[config.mk]
export PLATFORM = sky130hd
export DESIGN_NAME = lsu_req_arbiter
export DESIGN_NICKNAME = d
export VERILOG_FILES = /design/src/rtl/lsu_req_arbiter.sv
export SDC_FILE = /design/constraint.sdc
export NUM_CORES = 1
export LEC_CHECK = 0
export ABC_AREA = 0
export BUFFER_PORTS_ARGS = -buffer_cell sky130_fd_sc_hd__buf_2
export CORE_AREA = 2 2 69 71
export DETAILED_ROUTE_END_ITERATION = 6
export DIE_AREA = 0 0 71 73
export PLACE_DENSITY = 0.86
export REMOVE_ABC_BUFFERS = 1
export SYNTH_ARGS = -nofsm -noshare
export SYNTH_HDL_FRONTEND = slang
export SYNTH_SLANG_ARGS = --single-unit
[constraint.sdc]
create_clock -name clk_i -period 5.9 [get_ports clk_i]
set_clock_uncertainty 0.15 [all_clocks]
set_input_delay 0.295 -clock clk_i [delete_from_list [all_inputs] [get_ports clk_i]]
set_output_delay 0.295 -clock clk_i [all_outputs]
set_load 0.05 [all_outputs]
[src/rtl/lsu_req_arbiter.sv]
// Shares one LSU request port between two load-store pipelines: round-robin grant with hold-until-accept,
// credit limit on outstanding requests, and an in-order ID FIFO that steers responses back to the issuer.
module lsu_req_arbiter #(
  parameter int Depth = 4,
  parameter int InfoW = 32,
  parameter int MemW  = 32
) (
  input  logic                     clk_i,
  input  logic                     rst_ni,
  input  logic                     flush_i,
  input  logic                     req0_valid_i,
  input  logic [InfoW-1:0]         req0_info_i,
  output logic                     req0_rdy_o,
  input  logic                     req1_valid_i,
  input  logic [InfoW-1:0]         req1_info_i,
  output logic                     req1_rdy_o,
  output logic                     lsu_req_o,
  output logic [InfoW-1:0]         lsu_req_info_o,
  input  logic                     lsu_req_done_i,
  input  logic                     lsu_resp_valid_i,
  input  logic                     load_err_i,
  input  logic                     store_err_i,
  input  logic [MemW-1:0]          data_rdata_i,
  output logic                     resp0_valid_o,
  output logic                     resp1_valid_o,
  output logic                     resp_err_o,
  output logic [MemW-1:0]          resp_rdata_o,
  output logic [$clog2(Depth):0]   outstanding_o,
  output logic                     busy_o
);

  localparam int PtrW = $clog2(Depth);
  localparam int CntW = PtrW + 1;
  localparam logic [InfoW-1:0] NULL_LSU_REQ_INFO = '0;

  logic [1:0]      valid;
  logic            rr_ptr_reg;
  logic            lock_reg;
  logic            locked_id_reg;
  logic [PtrW-1:0] wr_ptr_reg;
  logic [PtrW-1:0] rd_ptr_reg;
  logic [CntW-1:0] count_reg;
  logic [Depth-1:0] id_mem_reg;

  logic grant;
  logic credit_ok;
  logic accept;
  logic pop;
  logic fifo_empty;
  logic head_id;

  assign valid = {req1_valid_i, req0_valid_i};

  always_comb begin
    grant = rr_ptr_reg;
    if (lock_reg) begin
      grant = locked_id_reg;
    end else if (valid == 2'b01) begin
      grant = 1'b0;
    end else if (valid == 2'b10) begin
      grant = 1'b1;
    end
  end

  // Credit check uses the registered count, so a pop never frees a slot within the same cycle.
  assign credit_ok  = (count_reg < CntW'(Depth));
  assign lsu_req_o  = valid[grant] & credit_ok;
  assign accept     = lsu_req_o & lsu_req_done_i;
  assign req0_rdy_o = accept & ~grant;
  assign req1_rdy_o = accept & grant;

  assign lsu_req_info_o = !lsu_req_o ? NULL_LSU_REQ_INFO :
                          (grant ? req1_info_i : req0_info_i);

  assign fifo_empty    = (count_reg == '0);
  assign head_id       = id_mem_reg[rd_ptr_reg];
  assign pop           = lsu_resp_valid_i & ~fifo_empty;
  assign resp0_valid_o = pop & ~head_id;
  assign resp1_valid_o = pop & head_id;
  assign resp_err_o    = load_err_i | store_err_i;
  assign resp_rdata_o  = data_rdata_i;
  assign outstanding_o = count_reg;
  assign busy_o        = lsu_req_o | ~fifo_empty;

  // Flush only releases the lock; accepted requests still expect their responses.
  always_ff @(posedge clk_i or negedge rst_ni) begin
    if (!rst_ni) begin
      rr_ptr_reg    <= 1'b0;
      lock_reg      <= 1'b0;
      locked_id_reg <= 1'b0;
    end else begin
      if (accept) begin
        lock_reg   <= 1'b0;
        rr_ptr_reg <= ~grant;
      end else if (lsu_req_o) begin
        lock_reg      <= 1'b1;
        locked_id_reg <= grant;
      end
      if (flush_i) begin
        lock_reg <= 1'b0;
      end
    end
  end

  always_ff @(posedge clk_i or negedge rst_ni) begin
    if (!rst_ni) begin
      wr_ptr_reg <= '0;
      rd_ptr_reg <= '0;
      count_reg  <= '0;
    end else begin
      if (accept) wr_ptr_reg <= wr_ptr_reg + 1'b1;
      if (pop)    rd_ptr_reg <= rd_ptr_reg + 1'b1;
      case ({accept, pop})
        2'b10:   count_reg <= count_reg + 1'b1;
        2'b01:   count_reg <= count_reg - 1'b1;
        default: count_reg <= count_reg;
      endcase
    end
  end

  genvar gi;
  generate
    for (gi = 0; gi < Depth; gi++) begin : g_id_mem
      always_ff @(posedge clk_i or negedge rst_ni) begin
        if (!rst_ni) begin
          id_mem_reg[gi] <= 1'b0;
        end else if (accept && (wr_ptr_reg == PtrW'(gi))) begin
          id_mem_reg[gi] <= grant;
        end
      end
    end
  endgenerate

endmodule

# Word-level counts from Yosys, hierarchy flattened
# Cells that the tools add are included.
dict set report word_totals {
  reg_bits 14
  elab_cells 59
  output_inout_bits 74
}
dict set report classes {
  eq_ne 7
  n_addsub 4
  n_bitwise 13
  magnitude_cmp 3
  mux 13
  n_reduce_logical 9
}
# cell count
set op_table {}
lappend op_table {{32-bit two-way mux} 2}
lappend op_table {{1-bit two-way mux} 9}
lappend op_table {{2-bit == test (second input constant)} 4}
lappend op_table {{1-bit AND} 7}
lappend op_table {{2-bit by 1-bit == test with 1-bit output (second input constant)} 3}
lappend op_table {{3-bit case mux with 2 select lines} 1}
lappend op_table {{2-bit by 1-bit adder with 2-bit output (second input constant)} 2}
lappend op_table {{1-bit logical AND} 4}
lappend op_table {{1-bit inverter} 4}
lappend op_table {{3-bit by 1-bit adder with 3-bit output (second input constant)} 1}
lappend op_table {{3-bit logical NOT} 1}
lappend op_table {{2-bit by 3-bit < comparator with 1-bit output (second input constant)} 1}
lappend op_table {{3-bit < comparator (second input constant)} 1}
lappend op_table {{3-bit nonzero test} 1}
lappend op_table {{3-bit by 1-bit subtractor with 3-bit output (second input constant)} 1}
lappend op_table {{1-bit binary-select mux with 2-bit select} 1}
lappend op_table {{2-bit logical NOT} 1}
lappend op_table {{1-bit by 2-bit < comparator with 1-bit output (second input constant)} 1}
lappend op_table {{1-bit OR} 2}
lappend op_table {{2-bit AND reduction} 1}
lappend op_table {{2-bit nonzero test} 1}

# Depth between registers and ports, before layout
dict set report depth {
  word_depth 10
  mapped_depth 10
  mapped_depth_nobuf 10
}

# Worst setup path before layout
# OpenSTA, ideal clock, no wires.
dict set report synth_timing {
  kind {reg2out}
  startpoint {reg count_reg[2] (netlist: outstanding_o[2])}
  endpoint {out lsu_req_info_o[13]}
  t_required_ns 5.455
  stages_incl_launch_ff 5
  t_arrival_ns 2.082
  path_slack_ns 3.373
  path_cell_list {dfrtp_1 -> or3_1 -> buf_6 -> buf_6 -> a21oi_1}
}
dict set report synth_between {
  elab_chain_cells 3
}
# element line
set synth_rtl {}
lappend synth_rtl {{start, declared} 42} ;# logic [CntW-1:0] count_reg;
lappend synth_rtl {{start signal, assigned} 114} ;# 2'b10: count_reg <= count_reg + 1'b1;
lappend synth_rtl {{start signal, assigned} 115} ;# 2'b01: count_reg <= count_reg - 1'b1;
lappend synth_rtl {{start signal, assigned} 116} ;# default: count_reg <= count_reg;
lappend synth_rtl {{3-bit < comparator} 66} ;# assign credit_ok = (count_reg < CntW'(Depth));
lappend synth_rtl {{1-bit AND} 67} ;# assign lsu_req_o = valid[grant] & credit_ok;
lappend synth_rtl {{32-bit two-way mux} 72} ;# assign lsu_req_info_o = !lsu_req_o ? NULL_LSU_REQ_INFO :
lappend synth_rtl {{end, declared} 18} ;# output logic [InfoW-1:0] lsu_req_info_o,
# No other way between the ends.

# Worst setup path after layout
dict set report layout_timing {
  startpoint {reg locked_id_reg}
  endpoint {out lsu_req_info_o[9]}
}
dict set report layout_between {
  elab_chain_cells 5
}
# element line
set layout_rtl {}
lappend layout_rtl {{start, declared} 39} ;# logic locked_id_reg;
lappend layout_rtl {{start signal, assigned} 97} ;# locked_id_reg <= grant;
lappend layout_rtl {{1-bit two-way mux (*)} 56} ;# if (lock_reg) begin
lappend layout_rtl {{1-bit two-way mux (implied by the code) (2 in a row)} 67}
lappend layout_rtl {{1-bit AND} 67}
lappend layout_rtl {{32-bit two-way mux (*)} 72}
# Every way passes the cells marked *; elsewhere a longest branch is shown, timed or not. The select of a mux whose other input is x is not followed.

==> results.tsv <==
stage	metric	value	unit
clock_network	cts_setup_buffers	0	
route	wl_per_cell	23.34	um
synthesis	ys_warn_count	0	
route	drtAntennaViolNets	0	
synthesis	ys_top_cells_by_count	o21ai_0, nand3_1, a21oi_1	
synthesis	yosysMostFrequentCell	o21ai_0	
run	drv_cap	0	
critical_path	rr_startpoint	locked_id_reg	
synthesis	synth-seq-area-share	0.2142	
sta	hold_violations	0	
route	drt_iter0_drc	136	
critical_path	startpoint	locked_id_reg	
route	via_per_inst	5.628	
sta	worst_slew_pin_slew	1.183	ns
power	p_clk_frac	0.068	
synthesis	ys.flop_type	dfrtp_1	
die	rows	25	
synthesis	ys_types	33	
route	drtPass1Iterations	7	
global_routing	grt_pass1_wl	10960	um
sta	period_share	0.5601	
clock_network	clock_latency	0.25	ns
global_routing	grt_start_max_net_pins	36	
sta	max_slew_margin	0.2112	
clock_network	clk_pin_slew	0.05	ns
critical_path	crit_path_max_fanout	35	
sta	max_freq	302.6	MHz
finish	seqCellArea	350.3	um2
sta	layout_min_cycle_time	3.304	ns
power	irDropWorstVdd	0.2859	mV
die	die_x	71	um
critical_path	timing.rr.end	outstanding_o[2]	
synthesis	synth_cells	225	
power	p_sw	715.9	uW
die	die_h	73	um
power	p_sw_frac	0.6304	
placed_design	portBuffers	114	
clock_network	cts_tree	yes	
finish	final_area	1997	um2
die	coreArea	4536	um2
die	pin_count	179	
route	vias	1964	
power	power.leakage	1.035	nW
critical_path	crit_arrival	2.86	ns
finish	fin_nets	408	
sta	setup_viol	0	
clock_network	clock-root-buffer	clkbuf_8	
synthesis	synth_edf_count	0	
finish	multiInputGateArea	915.9	um2
synthesis	yosys-top-cells-area	dfrtp_1, buf_4, o21ai_0	
clock_network	htree_levels	1	
critical_path	setup.worst_path.end	lsu_req_info_o[9]	
route	drc	3	
clock_network	cts.sinks	14	
clock_network	cts_buffer_depth	2	
critical_path	r2r_setup_slack	3.13	ns
clock_network	postCtsHoldBufs	1	
synthesis	synth_area_leader_cell	dfrtp_1	
synthesis	async_reset_ff_frac	1.000	
synthesis	syn_area	1635	um2
run_status	violations	DRC	
global_routing	grt.overflow.total	0	
synthesis	ys_seq_elements	14	
finish	drive_gt1_frac	0.4136	
synthesis	synth_top_area_share	0.2142	
die	initial_core_util	0.3606	
die	die_area	5183	um2
critical_path	critPathLaunchType	flip-flop	
critical_path	end_kind	output pin	
power	p_per_area	568.7	nW/um2
sta	finalSetupTns	0	ns
power	p_comb_frac	0.766	
min_path	hold_path_class	in -> reg	
global_routing	antenna_found_initial	0	
clock_network	cts-resized-gates	0	
power	seq_power_share	0.166	
placed_design	dpl_cell_area	1946	um2
finish	area_growth	22.11	%
global_routing	grt.total_usage	0.3020	
clock_network	numCtsBuffers	3	
run_status	status	complete, but fails checks	
critical_path	cp_data_required_time	5.45	ns
placed_design	gp_congestion	1.077	
critical_path	crit_type	reg -> out	
finish	diodes	0	
synthesis	syn_area_per_cell	7.268	um2
route	wl	8146	um
placed_design	hpwl	7016	um
critical_path	r2r_cells	10	
global_routing	grt_pass1_vias	1667	
sta	rsz0062_at_grt	no	
finish	n_fill_cell	457	
power	p_int	419.7	uW
finish	largest_register_ffs	4	
sta	slew_violations	0	
-- worst min path at each step --
stage	slack, ns	end	startpoint	depth (start not counted)
after detailed placement	0.06	rd_ptr_reg[0]	rst_ni	1
after CTS	0.04	lock_reg	flush_i	2
after floorplan	-0.15	id_mem_reg[0]	rst_ni	0
after global routing	0.04	lock_reg	flush_i	2
final	0.04	lock_reg	flush_i	2
after global placement	0.05	rd_ptr_reg[1]	rst_ni	1
-- layout make-up --
cell class                      instances  area share
Sequential cell                        14      0.1754
Inverter                                9     0.01692
Clock buffer                            3     0.02068
Multi-Input combinational cell        153      0.4586
Tap cell                               54     0.03383
Timing Repair Buffer                  116      0.2945
-- power by group through the flow --
stage | clock, mW | sequential, mW | combinational [mW]
3_3_place_gp | 0 | 0.186 | 0.849
5_1_grt | 0.0854 | 0.197 | 0.933
4_1_cts | 0.0805 | 0.190 | 0.870
6_report | 0.0770 | 0.189 | 0.870
3_5_place_dp | 0 | 0.191 | 0.867
2_1_floorplan | 0 | 0.215 | 0.630
-- layer usage --
layer  track usage  routed length, um
met1        0.2419               2117
met3        0.2182               1412
met4        0.1111                389
met5       0.07071                 30
met2        0.5566               4196
-- worst max-delay path, cell delays in order (launching register included) --
cell and delay (ns):
dfrtp_1 0.42, nand2b_1 0.16, a21oi_1 0.55, or3_1 1.00, a21oi_1 0.18, buf_2 0.29
-- stage by stage --
stage	worst slack, ns	power (mW)	hold WS (ns)	instances	utilization
floorplan	2.803	0.8452	-0.1506	176	-
global placement	2.972	1.036	0.05195	345	0.4290
detailed placement	2.882	1.058	0.06032	345	0.4290
CTS	2.608	1.140	0.03917	349	0.4403
global route	2.346	1.216	0.03959	349	0.4403
finish	2.596	1.136	0.04482	349	0.4403
-- kinds of logic (layout without fill, tap and decap cells) --
family / Yosys count / count (layout) / synth area share
adders and majority gates: 6 / 6 / 0.05050
xor gates and xnor gates: 6 / 6 / 0.03213
buffers and inverters: 58 / 128 / 0.2257
and+or+nand+nor: 58 / 58 / 0.1844
muxes: 4 / 4 / 0.03366
DFF: 14 / 14 / 0.2142
AOI/OAI and AO/OA: 79 / 79 / 0.2594
-- layout by cell type, fill, tap and decap left out --
cell type,n
mux2_2,2
o31ai_1,5
clkbuf_8,3
nor2_1,4
fa_1,1
o211ai_1,1
xnor2_1,4
dfrtp_1,14
nand3_1,35
o41ai_1,1
o211a_1,1
xor2_1,2
o21bai_1,1
buf_2,114
buf_4,1
mux4_2,1
inv_1,9
a211oi_1,1
nand2b_1,3
nor3_1,2
ha_1,5
nor2b_1,2
a21oi_1,33
nand3b_1,1
or3_1,1
nor3b_1,1
or2_2,1
mux2i_1,1
nand4b_1,1
o21ai_0,36
dlygate4sd3_1,1
and2_1,3
nand2_1,4
(Power assumes the default switching activity.)
